$ cat src/rtl/fetch_pc_predictor_pkg.sv
`default_nettype none
// ============================================================================
// Module      : fetch_pc_predictor_pkg
// Description : Shared definitions for the fetch PC predictor: BTB 2-bit
//               counter state codes, default BTB size and the counter
//               step function.
// Revision    : 1.0 - initial release
// ============================================================================
package fetch_pc_predictor_pkg;

    // 2-bit branch counter codes; bit 1 set means "predict taken".
    typedef enum logic [1:0] {
        STRONG_NOT_TAKEN = 2'b00,
        WEAK_NOT_TAKEN   = 2'b01,
        STRONG_TAKEN     = 2'b10,
        WEAK_TAKEN       = 2'b11
    } btb_state_t;

    localparam int BTB_ENTRIES_DEFAULT = 16;

    // Saturating step: SNT <-> WNT <-> WT <-> ST.
    function automatic btb_state_t btb_next_state(input btb_state_t cur, input logic taken);
        btb_state_t nxt;
        nxt = cur;
        case (cur)
            STRONG_NOT_TAKEN: nxt = taken ? WEAK_NOT_TAKEN   : STRONG_NOT_TAKEN;
            WEAK_NOT_TAKEN:   nxt = taken ? WEAK_TAKEN       : STRONG_NOT_TAKEN;
            WEAK_TAKEN:       nxt = taken ? STRONG_TAKEN     : WEAK_NOT_TAKEN;
            STRONG_TAKEN:     nxt = taken ? STRONG_TAKEN     : WEAK_TAKEN;
            default:          nxt = STRONG_NOT_TAKEN;
        endcase
        return nxt;
    endfunction

endpackage
`default_nettype wire

$ cat src/rtl/fetch_pc_predictor_btb_table.sv
`default_nettype none
// ============================================================================
// Module      : btb_table
// Description : Direct-mapped branch target buffer. Combinational lookup of
//               lookup_pc; one update per cycle from the EX stage.
// Ports       : clk, rst_n        - clock, async active-low reset
//               lookup_pc         - PC to predict for
//               lookup_taken/target - prediction (taken = hit && state[1])
//               upd_en/pc/taken/target - resolved control-flow update
// Revision    : 1.0 - initial release
// ============================================================================
module btb_table
    import fetch_pc_predictor_pkg::*;
#(
    parameter int BTB_ENTRIES = BTB_ENTRIES_DEFAULT,
    parameter int IDX_W       = $clog2(BTB_ENTRIES)
) (
    input  logic        clk,
    input  logic        rst_n,
    input  logic [31:0] lookup_pc,
    output logic        lookup_taken,
    output logic [31:0] lookup_target,
    input  logic        upd_en,
    input  logic [31:0] upd_pc,
    input  logic        upd_taken,
    input  logic [31:0] upd_target
);

    localparam int TAG_W = 32 - IDX_W - 2;

    logic                r_valid  [BTB_ENTRIES];
    logic [TAG_W-1:0]    r_tag    [BTB_ENTRIES];
    logic [31:0]         r_target [BTB_ENTRIES];
    btb_state_t          r_state  [BTB_ENTRIES];

    logic [IDX_W-1:0]    w_lkp_idx;
    logic [TAG_W-1:0]    w_lkp_tag;
    logic                w_lkp_hit;
    logic [IDX_W-1:0]    w_upd_idx;
    logic [TAG_W-1:0]    w_upd_tag;
    logic                w_upd_hit;
    logic [3:0]          w_unused_lsbs;

    assign w_lkp_idx = lookup_pc[IDX_W+1:2];
    assign w_lkp_tag = lookup_pc[31:IDX_W+2];
    assign w_upd_idx = upd_pc[IDX_W+1:2];
    assign w_upd_tag = upd_pc[31:IDX_W+2];
    assign w_unused_lsbs = {lookup_pc[1:0], upd_pc[1:0]};

    // Lookup reads the flops, so a same-cycle update is seen one cycle later.
    assign w_lkp_hit     = r_valid[w_lkp_idx] && (r_tag[w_lkp_idx] == w_lkp_tag);
    assign lookup_taken  = w_lkp_hit && r_state[w_lkp_idx][1];
    assign lookup_target = r_target[w_lkp_idx];

    assign w_upd_hit = r_valid[w_upd_idx] && (r_tag[w_upd_idx] == w_upd_tag);

    always_ff @(posedge clk or negedge rst_n) begin
        if (!rst_n) begin
            for (int i = 0; i < BTB_ENTRIES; i++) begin
                r_valid[i]  <= 1'b0;
                r_tag[i]    <= '0;
                r_target[i] <= '0;
                r_state[i]  <= STRONG_NOT_TAKEN;
            end
        end else if (upd_en) begin
            if (w_upd_hit) begin
                r_state[w_upd_idx] <= btb_next_state(r_state[w_upd_idx], upd_taken);
                if (upd_taken) begin
                    r_target[w_upd_idx] <= upd_target;
                end
            end else if (upd_taken) begin
                // Allocate, evicting whatever alias held this index.
                r_valid[w_upd_idx]  <= 1'b1;
                r_tag[w_upd_idx]    <= w_upd_tag;
                r_target[w_upd_idx] <= upd_target;
                r_state[w_upd_idx]  <= WEAK_TAKEN;
            end
        end
    end

endmodule
`default_nettype wire

$ cat src/rtl/fetch_pc_predictor.sv
`default_nettype none
// ============================================================================
// Module      : fetch_pc_predictor
// Description : IF-stage next-PC generator: PC register, BTB lookup and
//               EX-stage misprediction resolution / redirect.
// Ports       : clk, rst_n                 - clock, async active-low reset
//               pc_en                      - 0 holds the PC (stall)
//               if_pc/if_pred_taken/if_pred_target - fetch PC and prediction
//               ex_*  inputs               - resolved EX control flow
//               ex_mispredict/ex_redirect_pc - redirect request and target
//               perf_cf_cnt/perf_mispred_cnt - only with BTB_PERF_CNT_EN
// Config      : BTB_PERF_CNT_EN adds the two performance counters.
// Revision    : 1.0 - initial release
// ============================================================================
module fetch_pc_predictor
    import fetch_pc_predictor_pkg::*;
#(
    parameter logic [31:0] RESET_PC    = 32'h0000_0000,
    parameter int          BTB_ENTRIES = BTB_ENTRIES_DEFAULT
) (
    input  logic        clk,
    input  logic        rst_n,
    input  logic        pc_en,
    output logic [31:0] if_pc,
    output logic        if_pred_taken,
    output logic [31:0] if_pred_target,
    input  logic        ex_valid,
    input  logic        ex_is_cf,
    input  logic [31:0] ex_pc,
    input  logic        ex_taken,
    input  logic [31:0] ex_target,
    input  logic        ex_pred_taken,
    input  logic [31:0] ex_pred_target,
    output logic        ex_mispredict,
    output logic [31:0] ex_redirect_pc
`ifdef BTB_PERF_CNT_EN
    ,
    output logic [31:0] perf_cf_cnt,
    output logic [31:0] perf_mispred_cnt
`endif
);

    localparam int IDX_W = $clog2(BTB_ENTRIES);

    generate
        if ((BTB_ENTRIES < 2) || ((1 << IDX_W) != BTB_ENTRIES)) begin : g_bad_entries
            $error("BTB_ENTRIES must be a power of 2 and at least 2");
        end
    endgenerate

    logic [31:0] r_pc;
    logic [31:0] w_next_pc;
    logic        w_ex_cf;

    assign w_ex_cf = ex_valid && ex_is_cf;

    assign ex_mispredict  = w_ex_cf &&
                            ((ex_taken != ex_pred_taken) ||
                             (ex_taken && (ex_target != ex_pred_target)));
    assign ex_redirect_pc = ex_taken ? ex_target : (ex_pc + 32'd4);

    // Redirect wins over a stall: the wrong-path instruction must not be held.
    always_comb begin
        w_next_pc = r_pc + 32'd4;
        if (ex_mispredict) begin
            w_next_pc = ex_redirect_pc;
        end else if (!pc_en) begin
            w_next_pc = r_pc;
        end else if (if_pred_taken) begin
            w_next_pc = if_pred_target;
        end
    end

    always_ff @(posedge clk or negedge rst_n) begin
        if (!rst_n) begin
            r_pc <= RESET_PC;
        end else begin
            r_pc <= w_next_pc;
        end
    end

    assign if_pc = r_pc;

    btb_table #(
        .BTB_ENTRIES (BTB_ENTRIES),
        .IDX_W       (IDX_W)
    ) u_btb (
        .clk           (clk),
        .rst_n         (rst_n),
        .lookup_pc     (r_pc),
        .lookup_taken  (if_pred_taken),
        .lookup_target (if_pred_target),
        .upd_en        (w_ex_cf),
        .upd_pc        (ex_pc),
        .upd_taken     (ex_taken),
        .upd_target    (ex_target)
    );

`ifdef BTB_PERF_CNT_EN
    logic [31:0] r_perf_cf_cnt;
    logic [31:0] r_perf_mispred_cnt;

    always_ff @(posedge clk or negedge rst_n) begin
        if (!rst_n) begin
            r_perf_cf_cnt      <= '0;
            r_perf_mispred_cnt <= '0;
        end else begin
            if (w_ex_cf) begin
                r_perf_cf_cnt <= r_perf_cf_cnt + 32'd1;
            end
            if (ex_mispredict) begin
                r_perf_mispred_cnt <= r_perf_mispred_cnt + 32'd1;
            end
        end
    end

    assign perf_cf_cnt      = r_perf_cf_cnt;
    assign perf_mispred_cnt = r_perf_mispred_cnt;
`endif

endmodule
`default_nettype wire
$ cat config.mk
export PLATFORM = sky130hd
export DESIGN_NAME = fetch_pc_predictor
export DESIGN_NICKNAME = d
export VERILOG_FILES = /design/src/rtl/fetch_pc_predictor_pkg.sv /design/src/rtl/fetch_pc_predictor_btb_table.sv /design/src/rtl/fetch_pc_predictor.sv
export SDC_FILE = /design/constraint.sdc
export NUM_CORES = 2
export LEC_CHECK = 0
export BUFFER_PORTS_ARGS = -buffer_cell sky130_fd_sc_hd__buf_4
export CAP_MARGIN = 10
export CELL_PAD_IN_SITES_DETAIL_PLACEMENT = 0
export CELL_PAD_IN_SITES_GLOBAL_PLACEMENT = 1
export CORE_ASPECT_RATIO = 0.7
export CORE_MARGIN = 4
export CORE_UTILIZATION = 40
export CTS_CLUSTER_SIZE = 12
export DETAILED_ROUTE_END_ITERATION = 16
export PLACE_DENSITY_LB_ADDON = 0.1
export SYNTH_ARGS = -nofsm -noshare
export SYNTH_HDL_FRONTEND = slang
export SYNTH_SLANG_ARGS = --single-unit
$ cat constraint.sdc
create_clock -name clk -period 7.1 [get_ports clk]
set_input_delay 0.71 -clock clk [delete_from_list [all_inputs] [get_ports clk]]
set_output_delay 0.71 -clock clk [all_outputs]
set_load 0.02 [all_outputs]
=== Word level (Yosys, flattened, before mapping) ===
Index checks and enable logic that the tools add are counted.

* Add/sub/neg operators: 2
* Order comparisons: 3
* Equality and inequality tests: 7
* Mux-type cells: 45
* Bitwise operators: 5
* Reductions and logical operators: 14

{| class="wikitable"
|+ Operators by type and width
! cell !! number
|-
| $bwmux 512 || 1
|-
| $bwmux 416 || 1
|-
| $mux 32 || 9
|-
| $bmux 26 s4 || 2
|-
| $mux 26 || 5
|-
| $bmux 32 s4 || 1
|-
| $demux 32 s4 || 1
|-
| $demux 26 s4 || 1
|-
| $add 32x3->32 const B || 2
|-
| $eq 26x26->1 || 2
|-
| $bwmux 32 || 1
|-
| $ne 32x32->1 || 1
|-
| $or 32x32->32 || 1
|-
| $mux 2 || 9
|-
| $bmux 2 s4 || 2
|-
| $or 16x16->16 || 1
|-
| $ge 5x5->1 const B || 2
|-
| $not 4->5 || 2
|-
| $bmux 1 s4 || 2
|-
| $demux 2 s4 || 1
|-
| $pmux 2 s4 || 1
|-
| $logic_and 1x1->1 || 7
|-
| $mux 1 || 7
|-
| $lt 5x1->1 const B || 1
|-
| 10 further kinds || 13
|}

* Register bits after elaboration: 1008
* Logic and storage cells: 141

=== Longest topological paths before layout ===
* Depth in word-level cells: 10
* Depth in mapped cells: 17
* Depth with buffers taken out: 10

=== Hierarchy ===
From an unflattened synthesis, not the netlist that was laid out.

* Cells, all modules: 3579
* Area total of the unflattened synthesis: 52245.1 µm²

{| class="wikitable"
|+ Modules (own cells, without submodules)
! module !! instances !! cells an instance !! area each (µm²)
|-
| btb_table || 1 || 3101 || 48561.6
|-
| fetch_pc_predictor || 1 || 478 || 3683.5
|}

=== Worst setup path after synthesis ===
OpenSTA, ideal clock, no wires.

* Kind: input port to output port
* From: input port ex_pc[4]
* To: output port ex_redirect_pc[28]
* Arrival time: 3817 ps
* Required time: 6390 ps
* Setup slack: 2573 ps
* Cell stages on the path: 11
* Buffers on the path: 4
* Cells stage by stage: clkbuf_1 buf_1 clkbuf_1 buf_2 nand3_1 nor4_1 nand2_1 nor2_1 nand2_1 xor2_1 o21ai_0

* Word-level cells in the longest chain between the ends: 2

{| class="wikitable"
|+ RTL lines
! item !! RTL line !! RTL
|-
| start, declared || fetch_pc_predictor.sv:29 || <nowiki>input logic [31:0] ex_pc,</nowiki>
|-
| $add 32x3->32 || fetch_pc_predictor.sv:60 || <nowiki>assign ex_redirect_pc = ex_taken ? ex_target : (ex_pc + 32'd4);</nowiki>
|-
| $mux 32 || fetch_pc_predictor.sv:60 ||
|-
| end, declared || fetch_pc_predictor.sv:35 || <nowiki>output logic [31:0] ex_redirect_pc</nowiki>
|}

Every way passes these cells.

=== Final worst setup path ===
* From: register r_pc[5], in the netlist if_pc[5]
* To: output port if_pred_taken

* Word-level cells in the longest chain between the ends: 7
* Elaborated cells between the ends (all ways): 13

{| class="wikitable"
|+ RTL lines
! item !! RTL line !! RTL
|-
| start, declared || fetch_pc_predictor.sv:51 || <nowiki>logic [31:0] r_pc;</nowiki>
|-
| start signal, assigned || fetch_pc_predictor.sv:78 || <nowiki>r_pc <= w_next_pc;</nowiki>
|-
| $not 4->5 (implied by the code) (*) || fetch_pc_predictor_btb_table.sv:51, fetch_pc_predictor_btb_table.sv:52 ||
|-
| $bmux 26 s4 || fetch_pc_predictor_btb_table.sv:51 || <nowiki>assign w_lkp_hit = r_valid[w_lkp_idx] && (r_tag[w_lkp_idx] == w_lkp_tag);</nowiki>
|-
| $mux 26 (implied by the code) (2 in series) || fetch_pc_predictor_btb_table.sv:51 ||
|-
| $eq 26x26->1 || fetch_pc_predictor_btb_table.sv:51 ||
|-
| $logic_and 1x1->1 || fetch_pc_predictor_btb_table.sv:51 ||
|-
| $logic_and 1x1->1 (*) || fetch_pc_predictor_btb_table.sv:52 || <nowiki>assign lookup_taken = w_lkp_hit && r_state[w_lkp_idx][1];</nowiki>
|-
| end, declared || fetch_pc_predictor.sv:25 || <nowiki>output logic if_pred_taken,</nowiki>
|}

Every way passes the cells marked *; elsewhere a longest branch is shown, timed or not. The select of a mux whose other input is x is not followed.

==> results.md <==
* Worst-path fanout max at 36
* CP dominant cell by count: buf_4
* GPL Wtd Cong at approximately 0.88
* Antenna viol nets, final at 0
* Yosys top cell area share at 48.23%
* Gr ovfl total at 0
* Synth Area in Compound Gates at between 3 and 4%
* Largest cells by area after synthesis: dfrtp_1 48%, mux2_2 20%, mux4_2 17%
* Status: finished, final reports clean
* VDD IR max at 0.0001956 V
* Critical path arrival at roughly 5500 ps
* Max-slew violation count at 0
* Nets at 3793
* Remaining DRCs at 0
* Asr flop ratio synth at 100.0%
* CTS Sinks at about 1000
* IO Port Bufs at 200
* Fillers at approximately 11000
* Post-Synthesis Cells at around 3600
* Fin. Hold Viols at 0
* Cell Area, Placed at 0.05533 mm^2
* Register Area at 0.02524 mm^2
* Syn_nets at 3753
* Worst Tran Pin Value at approximately 1100 ps
* CP Launch Type: flip-flop
* Vias in the first global route at between 30000 and 40000
* Post-synthesis mux area share at between 30% and 40%
* Cells along the critical path: buf_4 > mux4_2 > mux2i_1 > xnor2_1 > o21ai_0 > nand3_1 > a211oi_1 > nand3_2 > buf_4 > inv_1 > buf_4
* Row cnt at 110
* Root Buffer: clkbuf_16
* Multi-input logic area at ~0.026 mm^2
* Crit Path Class: flip-flop to output pin
* Synth Area in Simple Gates at under 10%
* RSZ-0062 raised after global routing: false
* Pleak at 26.49 nW
* Worst path slowest cell: a211oi_1
* Final setup vio count at 0
* Crit. path cell count at 11
* Die Wd at between 400 and 500 um
* Min-Delay Path Class: input port to flip-flop
* Synth-to-layout area growth at 12.79%
* Post-synth top flop: dfrtp_1
* Initial antenna violation count at 5
* TritonCTS Buffers at about 110
* Slowest Stage Delay on Critical Path at approximately 930 ps
* Clock slew at reported path FFs at approximately 60 ps
* Avg Inst Size Synth at roughly 14 um^2
* Main combinational cell family by area after synthesis: multiplexers
* Worst hold path depth at 2
* Top achievable clock speed at 0.1609 GHz
* Layout cells sized above 1 at 49.31%
* Max_cap viols at 0
* Net Switching at 5.489 mW
* CTS H-tree depth at 3
* TritonCTS clock tree: built
* Fin crit period at 6214 ps
* Crit path buffers/inverters at 4
* Final WL at ~180000 um
* Die height at 310.5 um
* Sequential fraction of the synthesis area at 48.23%
* Combinational power share at approximately 25%
* Synth area leader: dfrtp_1
* Delay-heaviest family, CP: compound AO/OA/AOI/OAI gates
* Effective utilization at floorplan at between 40% and 50%
* Synth Area in XOR/XNOR at under 10%
* CTS max path bufs at 3
* Routed wire per std cell at ~34 um
* Crit share post-route at a little under 90%
* Drt initial violations at between 3000 and 4000
* Sw Share at a little under a third
* HPWL after DPL at between 100000 and 150000 um
* Clock skew at between 20 and 30 ps
* Adder-cell area share of the yosys netlist at less than 1%
* Synth Register Bits at between 1000 and 1500
* I/O pin cnt at 201
* WP data required at ~6400 ps
* First-pass GRT wire length at between 200000 and 300000 um
* Total number of vias at 34070
* Gr usage total at between 20 and 30%
* Yosys warns at 0
* Layout Utilization at between 40 and 50%
* Unique masters post-synth at 75
* Die Area at 0.1367 mm^2
* Clock share of power at 33.8%
* Drt pass-1 iters at 6
* Flop pwr share at 41.2%
* Core footprint at ~0.13 mm^2
* Syn Std Cell Area at between 0.05 and 0.06 mm^2
* P_int at around 12 mW
* Post-synth EDFFs at 0
* Crit end category: output pin
* Finished Cell Area at approximately 0.06 mm^2
* P per Cell Area at about 300 mW/mm^2
* Worst-Skew Late Latency at about 750 ps
* Slew headroom at 27.17%
* Vias/cell at 6.188
* Final TNS setup at 0 ps
* Worst reg2reg path depth at 11
* Largest net degree at the start of global routing at 182
layout make-up:
cell class	instances	share of cell area [%]
antenna	4	0.01697
clock buffer	159	5.351
clock inverter	33	0.8272
inverter	40	0.2588
multi-input combinational	2239	43.23
sequential	1008	42.78
tap	1736	3.682
timing repair buffer	287	3.852
Yosys cell counts (19+ instances only):
| library cell | n |
|---|---|
| o221ai_1 | 22 |
| nor2_1 | 77 |
| nand3_1 | 45 |
| o21ai_0 | 71 |
| mux2i_1 | 106 |
| inv_1 | 33 |
| nand2_1 | 165 |
| mux4_2 | 391 |
| xnor2_1 | 76 |
| dfrtp_1 | 1008 |
| a22oi_1 | 22 |
| mux2_2 | 945 |
| a21oi_1 | 25 |
| xor2_1 | 51 |
| clkbuf_1 | 212 |
| buf_2 | 77 |
| nor3_1 | 20 |
| nand4_1 | 19 |
| buf_1 | 46 |
path summary, 6_finish.rpt:
kind / start / endpoint / slack (ps)
min in group asynchronous: rst_n / u_btb.r_target[417]$_DFFE_PN0P_ / 610
max in group asynchronous: rst_n / u_btb.r_tag[327]$_DFFE_PN0P_ / 4790
min: ex_target[14] / u_btb.r_target[78]$_DFFE_PN0P_ / 380
max reg2reg: if_pc[5]$_DFFE_PN0P_ / if_pc[23]$_DFFE_PN0P_ / 1870
min reg2reg: u_btb.r_target[442]$_DFFE_PN0P_ / u_btb.r_target[442]$_DFFE_PN0P_ / 500
max: if_pc[5]$_DFFE_PN0P_ / if_pred_taken / 890
cell families (layout without fill, tap and decap cells):
group / Yosys count / in the layout
mux: 1443 / 1443
flops: 1008 / 1008
simple gates: 428 / 428
buf+inv: 398 / 519
compound gates: 236 / 236
xor+xnor: 127 / 127
fa+ha+maj: 5 / 5
other cells: 0 / 4
stage by stage:
step / total power [mW] / setup slack (ps) / cells / hold slack, ps
after floorplan: 9.858 / 2573 / 3645 / 414.4
after global placement: 11.55 / 1258 / 5309 / 465.5
after detailed placement: 11.68 / 1161 / 5309 / 481.5
after CTS: 17.63 / 940.7 / 5502 / 322.9
after global routing: 18.18 / 878.9 / 5503 / 353.3
final: 17.51 / 886.0 / 5506 / 381.1
sequential cells by signal (all words and copies together), names as in the netlist:
| signal | cells |
|---|---|
| u_btb.r_target | 512 |
| u_btb.r_tag | 416 |
| if_pc | 32 |
| u_btb.r_state | 32 |
| u_btb.r_valid | 16 |
layer usage:
layer	up-vias	wire length [um]	GRT usage (%)
met4	2	6806	8.855
met3	292	11810	5.279
met2	1282	83560	40.76
li1	13780	-	-
met5	-	20	0
met1	18720	82460	39.07
repair_timing:
item                       CTS  global route
gates resized for setup      0             0
hold buffers                 1             0
buffers inserted             0             0
setup endpoints to repair    0             0
hold endpoints to repair     2             0
power groups by stage:
stage               Clock (mW)  Sequential (mW)  Combinational [mW]
global placement             0             7.23                4.32
CTS                       6.04             7.19                4.40
finish                    5.91             7.21                4.39
floorplan                    0             6.94                2.91
global route              6.27             7.28                4.62
detailed placement           0             7.30                4.38
cells in the final DEF, fill, tap and decap left out, types with 7 or more instances in the layout:
cell type  instances
dfrtp_1         1004
mux2_2           945
mux4_2           391
buf_4            275
nand2_1          150
clkbuf_16        110
mux2i_1          106
xnor2_1           76
nor2_1            73
o21ai_0           70
xor2_1            51
nand3_1           44
inv_1             33
clkbuf_1          27
a21oi_1           24
a22oi_1           22
o221ai_1          22
clkbuf_8          22
nor3_1            20
nand4_1           19
and3_1            18
or2_2             17
a221oi_1          16
nand2_2           15
clkinv_2          15
o22ai_1           14
nor2_4            14
nor4_1            13
bufinv_16         10
and2_1             8
a31oi_1            8
buf_12             8
nand2b_1           7
No activity file was read; power rests on OpenSTA's default activity.
